**config.mk**
```make
export PLATFORM = sky130hd
export DESIGN_NAME = muldiv_unit
export DESIGN_NICKNAME = d
export VERILOG_FILES = /design/src/rtl/muldiv_pkg.sv /design/src/rtl/muldiv_signfix.sv /design/src/rtl/muldiv_unit.sv
export SDC_FILE = /design/constraint.sdc
export NUM_CORES = 1
export LEC_CHECK = 0
export CAP_MARGIN = 0
export CORE_AREA = 8 8 187 189
export DETAILED_ROUTE_END_ITERATION = 6
export DIE_AREA = 0 0 195 197
export PLACE_DENSITY = 0.79
export SLEW_MARGIN = 20
export SYNTH_ARGS = -nofsm -noshare
export SYNTH_HDL_FRONTEND = slang
export SYNTH_SLANG_ARGS = --single-unit
```
**constraint.sdc**
```tcl
create_clock -name clk -period 2.9 [get_ports clk]
set_input_delay 0.725 -clock clk [delete_from_list [all_inputs] [get_ports clk]]
set_output_delay 0.725 -clock clk [all_outputs]
set_load 0.02 [all_outputs]
```
**src/rtl/muldiv_pkg.sv**
```systemverilog
// Shared encodings for the multi-cycle multiply/divide unit.
package muldiv_pkg;

    localparam logic [1:0] OP_MULT  = 2'b00;
    localparam logic [1:0] OP_MULTU = 2'b01;
    localparam logic [1:0] OP_DIV   = 2'b10;
    localparam logic [1:0] OP_DIVU  = 2'b11;

    localparam logic [1:0] ST_IDLE = 2'd0;
    localparam logic [1:0] ST_CALC = 2'd1;
    localparam logic [1:0] ST_FIX  = 2'd2;

    function automatic logic op_is_signed(input logic [1:0] op);
        return (op == OP_MULT) || (op == OP_DIV);
    endfunction

    function automatic logic op_is_div(input logic [1:0] op);
        return (op == OP_DIV) || (op == OP_DIVU);
    endfunction

endpackage

```
**src/rtl/muldiv_signfix.sv**
```systemverilog
// Conditional two's-complement negate: absolute value on entry, sign restore on exit.
module muldiv_signfix #(
    parameter int unsigned W = 32
) (
    input  logic [W-1:0] val,
    input  logic         neg,
    output logic [W-1:0] res
);

    assign res = neg ? (~val + W'(1)) : val;

endmodule

```
**src/rtl/muldiv_unit.sv**
```systemverilog
// Iterative multiply (shift-add) / divide (restoring) unit with HI/LO result registers.
// Optional macro MULDIV_EARLY_OUT_EN skips iteration for zero operands / divide by zero.
module muldiv_unit
    import muldiv_pkg::*;
#(
    parameter int unsigned WIDTH = 32
) (
    input  logic             clk,
    input  logic             rst,
    input  logic             start,
    input  logic [1:0]       op,
    input  logic [WIDTH-1:0] a,
    input  logic [WIDTH-1:0] b,
    input  logic             abort,
    output logic             busy,
    output logic             done,
    output logic [WIDTH-1:0] hi,
    output logic [WIDTH-1:0] lo
);

    localparam int unsigned CNT_W = $clog2(WIDTH + 1);
    localparam logic [CNT_W-1:0] LAST_ITER = CNT_W'(WIDTH - 1);

    logic [1:0]         state_q;
    logic [CNT_W-1:0]   cnt_q;
    logic               is_div_q, neg_lo_q, neg_hi_q, dz_q, done_q;
    logic [WIDTH-1:0]   opb_q, a_raw_q, rem_q, hi_q, lo_q;
    logic [2*WIDTH-1:0] acc_q;

    // Operand preparation
    logic             sgn_in, neg_a, neg_b, div_in, a_zero, b_zero, skip_calc;
    logic [WIDTH-1:0] abs_a, abs_b;

    assign sgn_in = op_is_signed(op);
    assign div_in = op_is_div(op);
    assign neg_a  = sgn_in & a[WIDTH-1];
    assign neg_b  = sgn_in & b[WIDTH-1];
    assign a_zero = (a == '0);
    assign b_zero = (b == '0);

`ifdef MULDIV_EARLY_OUT_EN
    assign skip_calc = div_in ? b_zero : (a_zero | b_zero);
`else
    assign skip_calc = 1'b0;
`endif

    muldiv_signfix #(.W(WIDTH)) u_abs_a (.val(a), .neg(neg_a), .res(abs_a));
    muldiv_signfix #(.W(WIDTH)) u_abs_b (.val(b), .neg(neg_b), .res(abs_b));

    // One multiply step: conditional add into the upper half, then shift right
    logic [WIDTH:0]     mul_add, mul_sum;
    logic [2*WIDTH-1:0] mul_next;

    assign mul_add  = acc_q[0] ? {1'b0, opb_q} : '0;
    assign mul_sum  = {1'b0, acc_q[2*WIDTH-1:WIDTH]} + mul_add;
    assign mul_next = {mul_sum, acc_q[WIDTH-1:1]};

    // One restoring-divide step; the shifted remainder carries the guard bit
    logic [WIDTH:0] div_shift, div_diff;
    logic           div_ge;

    assign div_shift = {rem_q, acc_q[WIDTH-1]};
    assign div_diff  = div_shift - {1'b0, opb_q};
    assign div_ge    = ~div_diff[WIDTH];

    // Result fixup
    logic [2*WIDTH-1:0] prod_fix;
    logic [WIDTH-1:0]   quo_fix, rem_fix;

    muldiv_signfix #(.W(2 * WIDTH)) u_fix_prod (.val(acc_q), .neg(neg_lo_q), .res(prod_fix));
    muldiv_signfix #(.W(WIDTH)) u_fix_quo (.val(acc_q[WIDTH-1:0]), .neg(neg_lo_q),
                                           .res(quo_fix));
    muldiv_signfix #(.W(WIDTH)) u_fix_rem (.val(rem_q), .neg(neg_hi_q), .res(rem_fix));

    always_ff @(posedge clk) begin
        if (rst) begin
            state_q  <= ST_IDLE;
            cnt_q    <= '0;
            done_q   <= 1'b0;
            hi_q     <= '0;
            lo_q     <= '0;
            is_div_q <= 1'b0;
            neg_lo_q <= 1'b0;
            neg_hi_q <= 1'b0;
            dz_q     <= 1'b0;
            opb_q    <= '0;
            a_raw_q  <= '0;
            rem_q    <= '0;
            acc_q    <= '0;
        end else begin
            done_q <= 1'b0;
            case (state_q)
                ST_IDLE: begin
                    if (start && !abort) begin
                        is_div_q <= div_in;
                        neg_lo_q <= neg_a ^ neg_b;
                        neg_hi_q <= neg_a;
                        dz_q     <= div_in & b_zero;
                        a_raw_q  <= a;
                        opb_q    <= div_in ? abs_b : abs_a;
                        rem_q    <= '0;
                        cnt_q    <= '0;
                        // Zero product preloaded so an early-out FIX sees the final value
                        if (div_in)
                            acc_q <= {{WIDTH{1'b0}}, abs_a};
                        else if (a_zero || b_zero)
                            acc_q <= '0;
                        else
                            acc_q <= {{WIDTH{1'b0}}, abs_b};
                        state_q <= skip_calc ? ST_FIX : ST_CALC;
                    end
                end
                ST_CALC: begin
                    if (abort) begin
                        state_q <= ST_IDLE;
                    end else begin
                        cnt_q <= cnt_q + CNT_W'(1);
                        if (is_div_q) begin
                            rem_q <= div_ge ? div_diff[WIDTH-1:0] : div_shift[WIDTH-1:0];
                            acc_q <= {acc_q[2*WIDTH-1:WIDTH], acc_q[WIDTH-2:0], div_ge};
                        end else begin
                            acc_q <= mul_next;
                        end
                        if (cnt_q == LAST_ITER) state_q <= ST_FIX;
                    end
                end
                ST_FIX: begin
                    state_q <= ST_IDLE;
                    if (!abort) begin
                        done_q <= 1'b1;
                        if (!is_div_q) begin
                            hi_q <= prod_fix[2*WIDTH-1:WIDTH];
                            lo_q <= prod_fix[WIDTH-1:0];
                        end else if (dz_q) begin
                            hi_q <= a_raw_q;
                            lo_q <= '1;
                        end else begin
                            hi_q <= rem_fix;
                            lo_q <= quo_fix;
                        end
                    end
                end
                default: state_q <= ST_IDLE;
            endcase
        end
    end

    assign busy = (state_q != ST_IDLE);
    assign done = done_q;
    assign hi   = hi_q;
    assign lo   = lo_q;

endmodule

```
==> flow_summary.json <==
{
  "status": "finished, violations left",
  "violations": "setup timing",
  "ys_ff_latch": 237,
  "dieArea_sq_um": 38400,
  "drt_first_pass_iters": 6,
  "period_share_pct": 110,
  "seqPwrFrac_pct": 35.1,
  "synth_edf_count": 0,
  "required_ns": 3.36,
  "ys_warn_count": 0,
  "antenna_found_initial": 1,
  "drt-initial-drc-count": 2875,
  "crit_path_max_fanout": 5,
  "cp-end-kind": "flop",
  "multi_input_area_sq_um": 13200,
  "pwr-share-clk_pct": 40.2,
  "die_w_microns": 195,
  "htree_levels": 1,
  "cts-root-buf": "clkbuf_16",
  "crit-reg2reg-launch": "acc_q[31]$_SDFFE_PP0P_",
  "fp.dieH_microns": 197,
  "ios": 136,
  "wl_microns": 74000,
  "dp_hpwl_microns": 52200,
  "fin_nets": 2927,
  "power_frac_comb_pct": 24.6,
  "async_flop_share_pct": 0,
  "setup_ws_ns": -0.280,
  "fp-row-count": 66,
  "synth_xor_area_share_pct": 10.3,
  "drive_gt1_share_pct": 30.7,
  "power_density_nw_per_um2": 388,
  "power.internal_w": 0.00683,
  "syn_area_sq_um": 17000,
  "core_sq_um": 32000,
  "fin_skew_ns": 0.0346,
  "grt_pass1_wl_microns": 107000,
  "post_synth_num_cell_types": 78,
  "gr-total-overflow": 0,
  "syn_to_final_growth_pct": 47.9,
  "synthAdderAreaFrac_pct": 5.30,
  "cts.reportedPaths.clkPinSlew_ns": 0.06,
  "switching_share_pct": 30.1,
  "slew_viol_final": 0,
  "startpoint": "acc_q[31]$_SDFFE_PP0P_",
  "cts_made_buffers": 28,
  "yosysSeqAreaShare_pct": 27.8,
  "syn_avg_cell_area_sq_um": 7.51,
  "hold_path.class": "flop to flop",
  "wl_per_cell_microns": 23.0,
  "p_leak_nw": 10.5,
  "cts_tree": "yes",
  "diodes": 0,
  "rsz0062_at_grt": "true",
  "start_util_pct": 53.2,
  "synth_compound_area_share_pct": 25.9,
  "vias": 20886,
  "arrival_ns": 3.64,
  "hold_ws_ns": 0.450,
  "maxSlewHeadroom_pct": 29.7,
  "setup_violations": 51,
  "syn_inst": 2270,
  "vias_per_cell": 6.50,
  "grt_max_degree": 62,
  "seq_area_sq_um": 4780,
  "synth_top_family_by_area": "compound AO/OA/AOI/OAI gates",
  "gp_congestion": 1.11,
  "port_buffers": 135,
  "first_global_vias": 19712,
  "synth-simple-area-share_pct": 22.6,
  "cts_buffer_depth": 3,
  "ant_nets": 0,
  "finalHoldViolCount": 0,
  "cts_sinks": 237,
  "drc": 0,
  "ir_worst_vdd_mv": 0.515,
  "synth_nets": 2411,
  "crit_type": "flop to flop",
  "timing.fmax_mhz": 314,
  "cp-start-kind": "flop",
  "insertion_delay_ns": 0.57,
  "p_sw_w": 0.00294,
  "hp-start": "hi[15]$_SDFFE_PP0P_",
  "fillCellCount": 2060,
  "worstMarginPinSlew_ns": 1.05,
  "finalSetupTns_ns": -6.81,
  "synth_mux_area_share_pct": 2.78,
  "maxCapViolations": 0,
  "grt_use_total_pct": 34.5,
  "synth_flop_cell": "dfxtp_1",
  "layout_min_cycle_time_ns": 3.18
}
[sequential cells by signal, indices dropped and copies added (netlist names), 2 cells and up]
signal / flops
a_raw_q: 32
acc_q: 64
cnt_q: 6
hi: 32
lo: 32
opb_q: 32
rem_q: 32
state_q: 2
[power groups by stage]
stage	Combinational [W]	Sequential, W	Clock [W]
2_1_floorplan	0.00107	0.00346	0
3_3_place_gp	0.00198	0.00349	0
3_5_place_dp	0.00200	0.00349	0
4_1_cts	0.00217	0.00342	0.00390
5_1_grt	0.00252	0.00344	0.00405
6_report	0.00240	0.00344	0.00393
[cell families after synthesis]
group / Yosys count
mux: 47
buf+inv: 227
simple gates: 818
fa+ha+maj: 71
flops: 237
compound gates: 669
xor+xnor: 201
[final timing paths]
path | endpoint | slack (ns) | cells after the start
max | rem_q[30]$_SDFFE_PP0P_ | -0.28 | 15
max reg2reg | rem_q[30]$_SDFFE_PP0P_ | -0.28 | 15
min reg2reg | hi[15]$_SDFFE_PP0P_ | 0.45 | 2
min | hi[15]$_SDFFE_PP0P_ | 0.45 | 2
[synth_stat cells, types with 4 or more instances]
cell type | n | area [sq um]
o21ai_0 | 112 | 561
dfxtp_1 | 237 | 4740
nor3b_1 | 11 | 82.6
nand2b_1 | 32 | 200
nand3b_1 | 4 | 30.0
xor2_1 | 103 | 902
a21oi_1 | 195 | 976
o31ai_1 | 46 | 345
o41ai_1 | 17 | 149
or3_1 | 22 | 138
nand3_1 | 99 | 495
ha_1 | 69 | 863
or2_2 | 10 | 62.6
o21ai_1 | 6 | 30.0
nor3_1 | 55 | 275
and3_1 | 6 | 37.5
o21bai_1 | 11 | 82.6
nor2b_1 | 17 | 106
mux2i_1 | 45 | 450
o311ai_0 | 4 | 35.0
a22oi_1 | 20 | 150
a211oi_1 | 63 | 473
buf_2 | 10 | 50.1
clkbuf_1 | 134 | 503
a21o_1 | 34 | 255
nor4_1 | 17 | 106
o22ai_1 | 6 | 37.5
buf_1 | 8 | 30.0
o21a_1 | 7 | 52.6
and2_1 | 4 | 25.0
xnor2_1 | 98 | 858
nand4_1 | 13 | 81.3
o211ai_1 | 34 | 255
nor2_1 | 224 | 841
or4_1 | 25 | 188
a221oi_1 | 31 | 272
a22o_1 | 19 | 166
a31oi_1 | 17 | 106
or4_4 | 4 | 45.0
a2111oi_0 | 5 | 43.8
a32oi_1 | 10 | 87.6
nand2_1 | 260 | 976
inv_1 | 66 | 248
a311oi_1 | 4 | 35.0
[worst max-delay path, stage by stage, from the launching register on]
cell and delay [ns]:
dfxtp_2 0.33, inv_4 0.07, ha_4 0.15, fa_2 0.21
nand2b_4 0.12, a21o_1 0.19, a211oi_4 0.09, or2_4 0.29
a2111oi_4 0.37, buf_4 0.19, o31ai_4 0.06, buf_12 0.17
xnor2_4 0.32, buf_6 0.19, a32oi_2 0.13, o21ai_1 0.18
[cells in the final DEF (no fill, tap or decap), types with 20 or more instances in the layout]
cell,Yosys,routed
buf_4,3,478
nand2_1,260,253
dfxtp_1,237,216
nor2_1,224,211
a21oi_1,195,176
clkdlybuf4s50_1,0,102
xor2_1,103,100
o21ai_0,112,92
xnor2_1,98,90
a211oi_1,63,58
ha_1,69,58
inv_1,66,54
nand3_1,99,50
nand3_2,0,45
mux2i_1,45,45
nor3_1,55,42
o31ai_1,46,37
o211ai_1,34,34
a21o_1,34,34
nand2b_1,32,29
clkbuf_16,0,29
dlymetal6s2s_1,0,21
a22oi_1,20,20
[metrics by stage]
step                      cell area [sq um]  total power (W)  setup WS [ns]  std cells  util (%)
final                                 25200          0.00977         -0.280       3212      78.7
after detailed placement              22000          0.00549         -0.950       3113      68.6
after global routing                  25200           0.0100         -0.346       3212      78.7
after global placement                22000          0.00546         -0.855       3113      68.6
after CTS                             24100          0.00949         -0.243       3192      75.1
after floorplan                       17100          0.00453        -0.0516       2270         -
[cell type report]
| class | instances | area share (%) |
|---|---|---|
| clock buffer | 35 | 3.13 |
| clock inverter | 13 | 0.928 |
| inverter | 68 | 1.05 |
| multi-input combinational | 1808 | 52.3 |
| sequential | 237 | 18.9 |
| tap | 408 | 2.03 |
| timing repair buffer | 643 | 21.6 |
[layer usage]
layer	vias to the layer above	GRT usage [%]	part of all wire, %
met4	2	20.0	7.4
li1	9252	-	-
met1	9764	43.0	37
met2	1460	54.4	44
met3	408	7.83	12
met5	-	0	0.018
[timing repair]
action                                  4_1_cts  5_1_grt
hold buffers                                  0        0
resized for setup                           172      223
endpoints found under the setup margin      104      106
gates cloned                                  4        0
setup buffers                                27       25
pin swaps                                    64      129
Power figures use the tool's default switching activity.
